--- config.mk ---
export PLATFORM = sky130hd
export DESIGN_NAME = grid_renderer
export DESIGN_NICKNAME = d
export VERILOG_FILES = /design/src/rtl/grid_pkg.sv /design/src/rtl/cell_colour_lut.sv /design/src/rtl/grid_renderer.sv
export SDC_FILE = /design/constraint.sdc
export NUM_CORES = 1
export LEC_CHECK = 0
export ABC_AREA = 1
export BUFFER_PORTS_ARGS = -buffer_cell sky130_fd_sc_hd__buf_2
export CORE_ASPECT_RATIO = 0.6
export CORE_MARGIN = 4
export CORE_UTILIZATION = 35
export DETAILED_ROUTE_END_ITERATION = 10
export REMOVE_ABC_BUFFERS = 1
export SYNTH_ARGS = -nofsm -noshare
export SYNTH_HDL_FRONTEND = slang
export SYNTH_SLANG_ARGS = --single-unit
--- constraint.sdc ---
create_clock -name clk -period 5.1 [get_ports clk]
set_input_delay 0.51 -clock clk [delete_from_list [all_inputs] [get_ports clk]]
set_output_delay 0.51 -clock clk [all_outputs]
set_load 0.1 [all_outputs]
--- src/rtl/grid_pkg.sv ---
// Shared constants for the board-drawing blocks: the cell codes, the palette,
// the VGA adapter limits and the renderer's state encoding.
package grid_pkg;

   localparam logic [1:0] CELL_EMPTY = 2'd0;
   localparam logic [1:0] CELL_O     = 2'd1;
   localparam logic [1:0] CELL_X     = 2'd2;

   localparam logic [2:0] COL_WHITE  = 3'b111;
   localparam logic [2:0] COL_LBLUE  = 3'b011;
   localparam logic [2:0] COL_PURPLE = 3'b101;
   localparam logic [2:0] COL_RED    = 3'b100;
   localparam logic [2:0] COL_YELLOW = 3'b110;

   localparam int VGA_W = 160;
   localparam int VGA_H = 120;

   typedef enum logic [1:0] {
      ST_IDLE,
      ST_DRAW,
      ST_DONE
   } state_t;

endpackage

--- src/rtl/cell_colour_lut.sv ---
// Combinational cell-code to RGB palette lookup, shared by the screen blocks.
// Code 3 has no game meaning and is shown in red so a corrupted board is visible.
module cell_colour_lut
   import grid_pkg::*;
(
   input  logic [1:0] code,
   output logic [2:0] colour
);

   always_comb begin
      colour = COL_RED;
      case (code)
         CELL_EMPTY: colour = COL_WHITE;
         CELL_O:     colour = COL_LBLUE;
         CELL_X:     colour = COL_PURPLE;
         default:    colour = COL_RED;
      endcase
   end

endmodule

--- src/rtl/grid_renderer.sv ---
// Draws an NxN board of 2-bit cell codes to the VGA adapter, one pixel per clock.
// Optional build macro CURSOR_HILITE_EN: yellow 1-pixel border on the cursor cell.
module grid_renderer
   import grid_pkg::*;
#(
   parameter int N        = 3,
   parameter int CELL     = 20,
   parameter int PITCH    = 30,
   parameter int ORIGIN_X = 37,
   parameter int ORIGIN_Y = 7
) (
   input  logic             clk,
   input  logic             reset,
   input  logic             start,
   input  logic [2*N*N-1:0] grid,
   input  logic [5:0]       cursor,
   output logic             busy,
   output logic             done,
   output logic [7:0]       x_out,
   output logic [6:0]       y_out,
   output logic [2:0]       colour_out,
   output logic             plot
);

   localparam int NCELLS = N * N;
   localparam int GW     = 2 * NCELLS;
   localparam int NW     = $clog2(N);
   localparam int PW     = (CELL > 1) ? $clog2(CELL) : 1;
   localparam int IW     = $clog2(NCELLS);

   localparam logic [NW-1:0] C_MAX  = NW'(N - 1);
   localparam logic [PW-1:0] PX_MAX = PW'(CELL - 1);

   if (N < 2 || N > 8) begin : g_bad_n
      $error("grid_renderer: N must be 2..8");
   end
   if (CELL < 1 || CELL > 32) begin : g_bad_cell
      $error("grid_renderer: CELL must be 1..32");
   end
   if (PITCH < CELL) begin : g_bad_pitch
      $error("grid_renderer: PITCH must be >= CELL");
   end
   if (ORIGIN_X + (N - 1) * PITCH + CELL - 1 > VGA_W - 1) begin : g_bad_x
      $error("grid_renderer: board exceeds screen width");
   end
   if (ORIGIN_Y + (N - 1) * PITCH + CELL - 1 > VGA_H - 1) begin : g_bad_y
      $error("grid_renderer: board exceeds screen height");
   end

   state_t          state_reg, state_next;
   logic [NW-1:0]   r_reg, r_next, c_reg, c_next;
   logic [PW-1:0]   py_reg, py_next, px_reg, px_next;
   logic [7:0]      cell_x_reg, cell_x_next;
   logic [6:0]      cell_y_reg, cell_y_next;
   logic [GW-1:0]   snap_reg, snap_next;
   logic [7:0]      x_reg, x_next;
   logic [6:0]      y_reg, y_next;
   logic [2:0]      colour_reg, colour_next;
   logic            plot_reg, plot_next;
   logic            busy_reg, busy_next;
   logic            done_reg, done_next;
   logic            accept;
   logic [IW-1:0]   idx_next;
   logic [1:0]      code_next;
   logic [2:0]      cell_colour;
   logic [1:0]      codes [NCELLS];

   assign accept = (state_reg == ST_IDLE) && start;

   // Cell origins are stepped by PITCH rather than multiplied out per pixel.
   always_comb begin
      state_next  = state_reg;
      r_next      = r_reg;
      c_next      = c_reg;
      py_next     = py_reg;
      px_next     = px_reg;
      cell_x_next = cell_x_reg;
      cell_y_next = cell_y_reg;
      snap_next   = snap_reg;
      plot_next   = 1'b0;
      busy_next   = 1'b0;
      done_next   = 1'b0;
      case (state_reg)
         ST_IDLE: begin
            if (start) begin
               state_next  = ST_DRAW;
               r_next      = '0;
               c_next      = '0;
               py_next     = '0;
               px_next     = '0;
               cell_x_next = 8'(ORIGIN_X);
               cell_y_next = 7'(ORIGIN_Y);
               snap_next   = grid;
               plot_next   = 1'b1;
               busy_next   = 1'b1;
            end
         end
         ST_DRAW: begin
            busy_next = 1'b1;
            plot_next = 1'b1;
            if (px_reg != PX_MAX) begin
               px_next = px_reg + PW'(1);
            end else begin
               px_next = '0;
               if (py_reg != PX_MAX) begin
                  py_next = py_reg + PW'(1);
               end else begin
                  py_next = '0;
                  if (c_reg != C_MAX) begin
                     c_next      = c_reg + NW'(1);
                     cell_x_next = cell_x_reg + 8'(PITCH);
                  end else begin
                     c_next      = '0;
                     cell_x_next = 8'(ORIGIN_X);
                     if (r_reg != C_MAX) begin
                        r_next      = r_reg + NW'(1);
                        cell_y_next = cell_y_reg + 7'(PITCH);
                     end else begin
                        r_next      = '0;
                        cell_y_next = 7'(ORIGIN_Y);
                        state_next  = ST_DONE;
                        plot_next   = 1'b0;
                        done_next   = 1'b1;
                     end
                  end
               end
            end
         end
         ST_DONE: begin
            state_next = ST_IDLE;
         end
         default: begin
            state_next = ST_IDLE;
         end
      endcase
   end

   // Unpack the snapshot so cell k sits at codes[k]; cell (0,0) is the MSB pair.
   for (genvar gi = 0; gi < NCELLS; gi++) begin : g_codes
      assign codes[gi] = snap_next[GW-1-2*gi -: 2];
   end

   assign idx_next  = IW'(int'(r_next) * N + int'(c_next));
   assign code_next = codes[idx_next];
   assign x_next    = cell_x_next + 8'(px_next);
   assign y_next    = cell_y_next + 7'(py_next);

   cell_colour_lut u_lut (
      .code   (code_next),
      .colour (cell_colour)
   );

`ifdef CURSOR_HILITE_EN
   logic [5:0] cursor_reg, cursor_next;
   logic       on_border;

   assign cursor_next = accept ? cursor : cursor_reg;
   assign on_border   = (px_next == '0) || (px_next == PX_MAX) ||
                        (py_next == '0) || (py_next == PX_MAX);

   // Cell indices never reach N*N, so an out-of-range cursor matches nothing.
   always_comb begin
      colour_next = cell_colour;
      if (on_border && (cursor_next == 6'(idx_next))) begin
         colour_next = COL_YELLOW;
      end
   end

   always_ff @(posedge clk) begin
      if (reset) begin
         cursor_reg <= '0;
      end else begin
         cursor_reg <= cursor_next;
      end
   end
`else
   logic unused_cursor;

   assign unused_cursor = ^{cursor, accept};

   always_comb begin
      colour_next = cell_colour;
   end
`endif

   always_ff @(posedge clk) begin
      if (reset) begin
         state_reg  <= ST_IDLE;
         r_reg      <= '0;
         c_reg      <= '0;
         py_reg     <= '0;
         px_reg     <= '0;
         cell_x_reg <= '0;
         cell_y_reg <= '0;
         snap_reg   <= '0;
         x_reg      <= '0;
         y_reg      <= '0;
         colour_reg <= '0;
         plot_reg   <= 1'b0;
         busy_reg   <= 1'b0;
         done_reg   <= 1'b0;
      end else begin
         state_reg  <= state_next;
         r_reg      <= r_next;
         c_reg      <= c_next;
         py_reg     <= py_next;
         px_reg     <= px_next;
         cell_x_reg <= cell_x_next;
         cell_y_reg <= cell_y_next;
         snap_reg   <= snap_next;
         x_reg      <= x_next;
         y_reg      <= y_next;
         colour_reg <= colour_next;
         plot_reg   <= plot_next;
         busy_reg   <= busy_next;
         done_reg   <= done_next;
      end
   end

   assign busy       = busy_reg;
   assign done       = done_reg;
   assign plot       = plot_reg;
   assign x_out      = x_reg;
   assign y_out      = y_reg;
   assign colour_out = colour_reg;

endmodule
---- Word level (Yosys, flattened, before mapping) ----
Cells that the tools add are included.
storage, ports and cells
  flip-flop bits (word level) ............. 70
  input bits .............................. 27
cells by class
  multiplexer cells ....................... 49
  reductions and logical operators ........ 4
  eq/ne operators ......................... 12
  add/sub/neg operators ................... 9
  bitwise operators ....................... 2
  magnitude comparators ................... 1
  $mul .................................... 1
operators with widths
  cell                 count
  $mux 18              2
  $mux 7               5
  $mux 2               16
  $mux 8               4
  $mux 5               5
  $pmux 5 s2           2
  $pmux 8 s2           1
  $ne 2x2->1 const B   7
  $pmux 7 s2           1
  $pmux 2 s2           3
  $add 5x1->5 const B  2
  $ne 5x5->1 const B   2
  $pmux 3 s3           1
  $add 8x5->8          1
  $add 8x5->8 const B  1
  $bmux 2 s4           1
  $add 7x5->7          1
  $add 7x5->7 const B  1
  $mux 1               6
  $ge 5x5->1 const B   1
  $not 4->5            1
  $reduce_and 5->1     1
  $reduce_or 5->1      1
  $add 2x1->2 const B  2
  other kinds (7)      10

---- Logic depth before layout (Yosys ltp) ----
  word-level depth ........................ 14
  depth in mapped cells ................... 21
  mapped depth without buffers ............ 20

---- By module ----
Synthesis repeated with hierarchy kept, for this count alone.
unflattened totals
  cell total of the unflattened synthesis .. 531
  area total of the unflattened synthesis .. 3,787.4 um^2
by module, submodules not included
  module           cells an instance  area an instance (um^2)  times used
  grid_renderer    528                3,773.6                  1
  cell_colour_lut  3                  13.8                     1

---- Least setup slack after synthesis ----
Ideal clock, no wire load.
  kind .................................... register -> register
  from .................................... reg px_reg[0]
  to ...................................... reg colour_reg[0], in the netlist colour_out[0]
  data required time ...................... 4.973 ns
  path slack .............................. 1.812 ns
  cell stages (with the launch flop) ...... 17
  arrival time ............................ 3.161 ns
  setup time .............................. 0.127 ns
  clock period less this slack ............ 3.288 ns
  path through ............................ dfxtp_1 ha_1 nand3_2 nor2_4 nand2_4 nor2_4 a21oi_1 o21ai_0 nand2_1 fa_1 ha_1 inv_1 fa_1 nand2_1 or3_1 nand2_1 o21ai_1
on the way
  cells in the longest elaborated chain, start to end .. 11
  elaborated cells on any way between the ends .. 15
  those cells by class .................... add/sub: 1; mul: 1; eq/ne: 3; mux: 8; bitwise: 1; reduce/logical: 1
ends and longest elaborated chain
  item                                          line                   text
  start, declared                               grid_renderer.sv:52    logic [PW-1:0] py_reg, py_next, px_reg, px_next;
  start signal, assigned                        grid_renderer.sv:207   px_reg <= px_next;
  $ne 5x5->1 *                                  grid_renderer.sv:101   if (px_reg != PX_MAX) begin
  $mux 2 *                                      grid_renderer.sv:101
  $pmux 2 s2 *                                  grid_renderer.sv:83    case (state_reg)
  net r_next[0]                                 grid_renderer.sv:51    logic [NW-1:0] r_reg, r_next, c_reg, c_next;
  $mul 2x2->4 *                                 grid_renderer.sv:143   assign idx_next = IW'(int'(r_next) * N + int'(c_next));
  $add 4x2->4 *                                 grid_renderer.sv:143
  $not 4->5 (not written as such) *             grid_renderer.sv:144   assign code_next = codes[idx_next];
  $bmux 2 s4 *                                  grid_renderer.sv:144
  $mux 2 (not written as such) * (2 in series)  grid_renderer.sv:144
  $eq 2x2->1 (tied with other cells)            cell_colour_lut.sv:12  case (code)
  $pmux 3 s3 *                                  cell_colour_lut.sv:12
  end signal, assigned                          grid_renderer.sv:213   colour_reg <= colour_next;
  end, declared                                 grid_renderer.sv:58    logic [2:0] colour_reg, colour_next;
Mark *: on every way through the listed nets, which the timed path passes. The rest lies on a longest branch. The select of a mux whose other input is x is not followed.
A chain may end at the register's enable or synchronous reset.

---- Worst setup path after layout ----
  from .................................... reg state_reg[1]
  to ...................................... reg colour_reg[0], in the netlist colour_out[0]
on the way
  cells in the longest elaborated chain, start to end .. 10
  elaborated cells on any way between the ends .. 15
  those cells by class .................... add/sub: 1; mul: 1; eq/ne: 3; mux: 7; bitwise: 1; reduce/logical: 2
ends and longest elaborated chain
  item                                                  line                   text
  start, declared                                       grid_renderer.sv:50    state_t state_reg, state_next;
  start signal, assigned                                grid_renderer.sv:203   state_reg <= state_next;
  $eq 2x1->1 / $logic_not 2->1 (equally long branches)  grid_renderer.sv:83
  $pmux 2 s2 *                                          grid_renderer.sv:83
  net r_next[1]                                         grid_renderer.sv:51
  $mul 2x2->4 *                                         grid_renderer.sv:143
  $add 4x2->4 *                                         grid_renderer.sv:143
  $not 4->5 (not written as such) *                     grid_renderer.sv:144
  $bmux 2 s4 *                                          grid_renderer.sv:144
  $mux 2 (not written as such) * (2 in series)          grid_renderer.sv:144
  $eq 2x2->1 (tied with other cells)                    cell_colour_lut.sv:12
  $pmux 3 s3 *                                          cell_colour_lut.sv:12
Marks and branches as above.

==> results.txt <==
Vias: 3,398
Largest register FFs: 18
Worst slew margin: 56.8%
Fmax: 262 MHz
GRT Total Usage: 15.2%
Synth Flop Type: dfxtp_1
CP required: 5290 ps
Number of antenna-violating nets in the routed design: 0
Mapped cell area: 0.00373 mm²
Die Span Y: 88.0 µm
ANT cells: 0
Cts bufs inserted: 9
Startpoint class of the critical path: flip-flop
Crit. End Element: flip-flop
Filler cells: 1,042
# H-tree levels: 3
Pin count of the biggest net entering global routing: 59
Slew Viols, Final: 0
Cts hold-fix bufs: 0
Kind of critical path: flip-flop to flip-flop
DRC violations left: 0
Register area share after synthesis: 37.5%
Slew at the pin with the worst max-slew slack: 648 ps
Die footprint: 0.0124 mm²
Max-cap violations: 0
Async set-reset flop share out of synthesis: 0%
Post_cts resized: 0
Syn_area_per_cell: 7.11 µm²
Clk buf depth: 2
Clk pin slew, worst setup/hold paths: 50 ps
HP Class: input pin to flip-flop
Worst EP arrival: 4010 ps
RSZ-0062 raised after global routing: no
First-pass GRT wire length: 14.8 mm
Cell variety after synth: 39
# IOs: 48
Gpl congestion: 0.859
CORE AREA: 0.0101 mm²
Share of layout cells above drive strength 1: 14.6%
Post-DP Area: 0.00405 mm²
Clock skew: 5.07 ps
Std cell rows: 28
Status: finished, final reports clean
Clock Latency Late Sink: 330 ps
Grt ovf: 0
CTS Sinks: 70
Pwr dens: 310 mW/mm²
Synthesis Warnings: 0
Crit-path max FO: 23
Post-route clock period utilization: 74.8%
Area leader, netlist: dfxtp_1
Synth top area cells: dfxtp_1, nand2_1, nand3_1, inv_1, a21oi_1
Yosys top cell area share: 37.5%
Fin nets: 612
Max IR drop VDD: 0.188 mV
Final worst path period need: 3810 ps
CTS tree: built
Most common cell after layout, fill and taps aside: nand2_1
Initial Util: 36.9%
Drt initial violations: 212
Final setup fails: 0
Initial antenna violation count: 0
Flop and latch count out of synthesis: 70
Final Hold Fails: 0
Most frequent cells in the layout: nand2_1, dfxtp_1, inv_1, nor2_1, nand3_1
HPWL after DPL: 6.47 mm
Number of synthesized flops with an enable pin: 0
Post-DR vias/cell: 4.83
Routed wire length: 8.89 mm
Post-Syn Instances: 525
I/O Buffers: 41
Root Driver: clkbuf_16
Pre-antenna DRT Iters: 5
Setup TNS Final: 0 ps
Vias in the first global route: 3,096
Post-CTS Setup Inserts: 0
Die W: 141 µm
Wire length per cell: 12.6 µm
Layout area overhead: 15.2%
Final Cell Area: 0.00430 mm²
Min Hold Slack: 440 ps
Leakage: 2.07 nW
area by class of cell:
type	count	area (µm²)	area share, %
multi-input cells	376	2020	46.8
clock inverters	2	10.0	0.233
well taps	135	169	3.93
repair buffers	42	213	4.94
clock buffers	12	246	5.73
inverters	66	248	5.76
flip-flops and latches	70	1400	32.6
metrics by stage:
step	util (%)	std cells	worst slack, ps	total power, mW
after floorplan	-	512	1820	0.739
final	42.5	703	1290	1.33
after global routing	42.5	703	977	1.40
after detailed placement	40.0	689	1210	0.791
after CTS	42.5	703	1290	1.35
after global placement	40.0	689	1280	0.788
per-layer routing:
layer / up-vias / global-route usage (%) / part of all wire [%]
met5: - / 0 / 0
met4: 0 / 4.31 / 1.0
met3: 9 / 4.96 / 5.1
met2: 69 / 21.3 / 40
met1: 1542 / 22.3 / 54
li1: 1778 / - / -
final timing paths:
| path | startpoint | endpoint | slack, ps | depth (start not counted) |
|---|---|---|---|---|
| worst max-delay path | state_reg[1]$_SDFFE_PP0P_ | colour_out[0]$_SDFF_PP0_ | 1290 | 14 |
| worst min-delay path | grid[0] | snap_reg[0]$_SDFF_PP0_ | 440 | 3 |
| worst max register to register | state_reg[1]$_SDFFE_PP0P_ | colour_out[0]$_SDFF_PP0_ | 1290 | 14 |
| worst min register to register | cell_y_reg[0]$_SDFF_PP0_ | cell_y_reg[0]$_SDFF_PP0_ | 460 | 2 |
report_power, final:
part,total [mW],switching (mW),internal [mW]
clock network,0.552,0.217,0.335
logic,0.202,0.155,0.0468
registers,0.579,0.00795,0.571
worst max-delay path, stage by stage (launching register included):
cell	delay [ps]
dfxtp_1	350
nor2_4	310
nand2_2	360
nand2_2	230
inv_2	220
nor2_4	230
o21ai_2	90
fa_1	500
ha_1	140
inv_1	50
fa_1	550
nand2_1	80
or3_1	350
nand2_1	130
o21ai_1	70
synth_stat cells (2+ instances only):
master / n
o21ai_1: 3
nor4_1: 2
o21a_1: 2
buf_2: 2
inv_2: 4
o21bai_1: 2
dfxtp_1: 70
ha_1: 16
o21ai_0: 19
nand4_1: 6
nand2_1: 124
a21oi_1: 45
xor2_1: 4
nor2_4: 7
nand3b_1: 7
clkbuf_1: 4
buf_1: 2
nand2_2: 6
and2_1: 2
nor2_1: 57
nand3_2: 3
fa_1: 4
nand3_1: 51
inv_1: 62
buf_4: 5
or2_2: 3
cells by family after synthesis:
family                   after synthesis  synth area share, %
AO/OA/AOI/OAI                         78                 11.4
XOR/XNOR                               5                 1.17
adder cells (fa/ha/maj)               20                 7.50
buffers and inverters                 79                 8.51
flip-flops                            70                 37.5
multiplexers                           1                0.268
AND/OR/NAND/NOR                      272                 33.6
No activity file was read; power rests on OpenSTA's default activity.
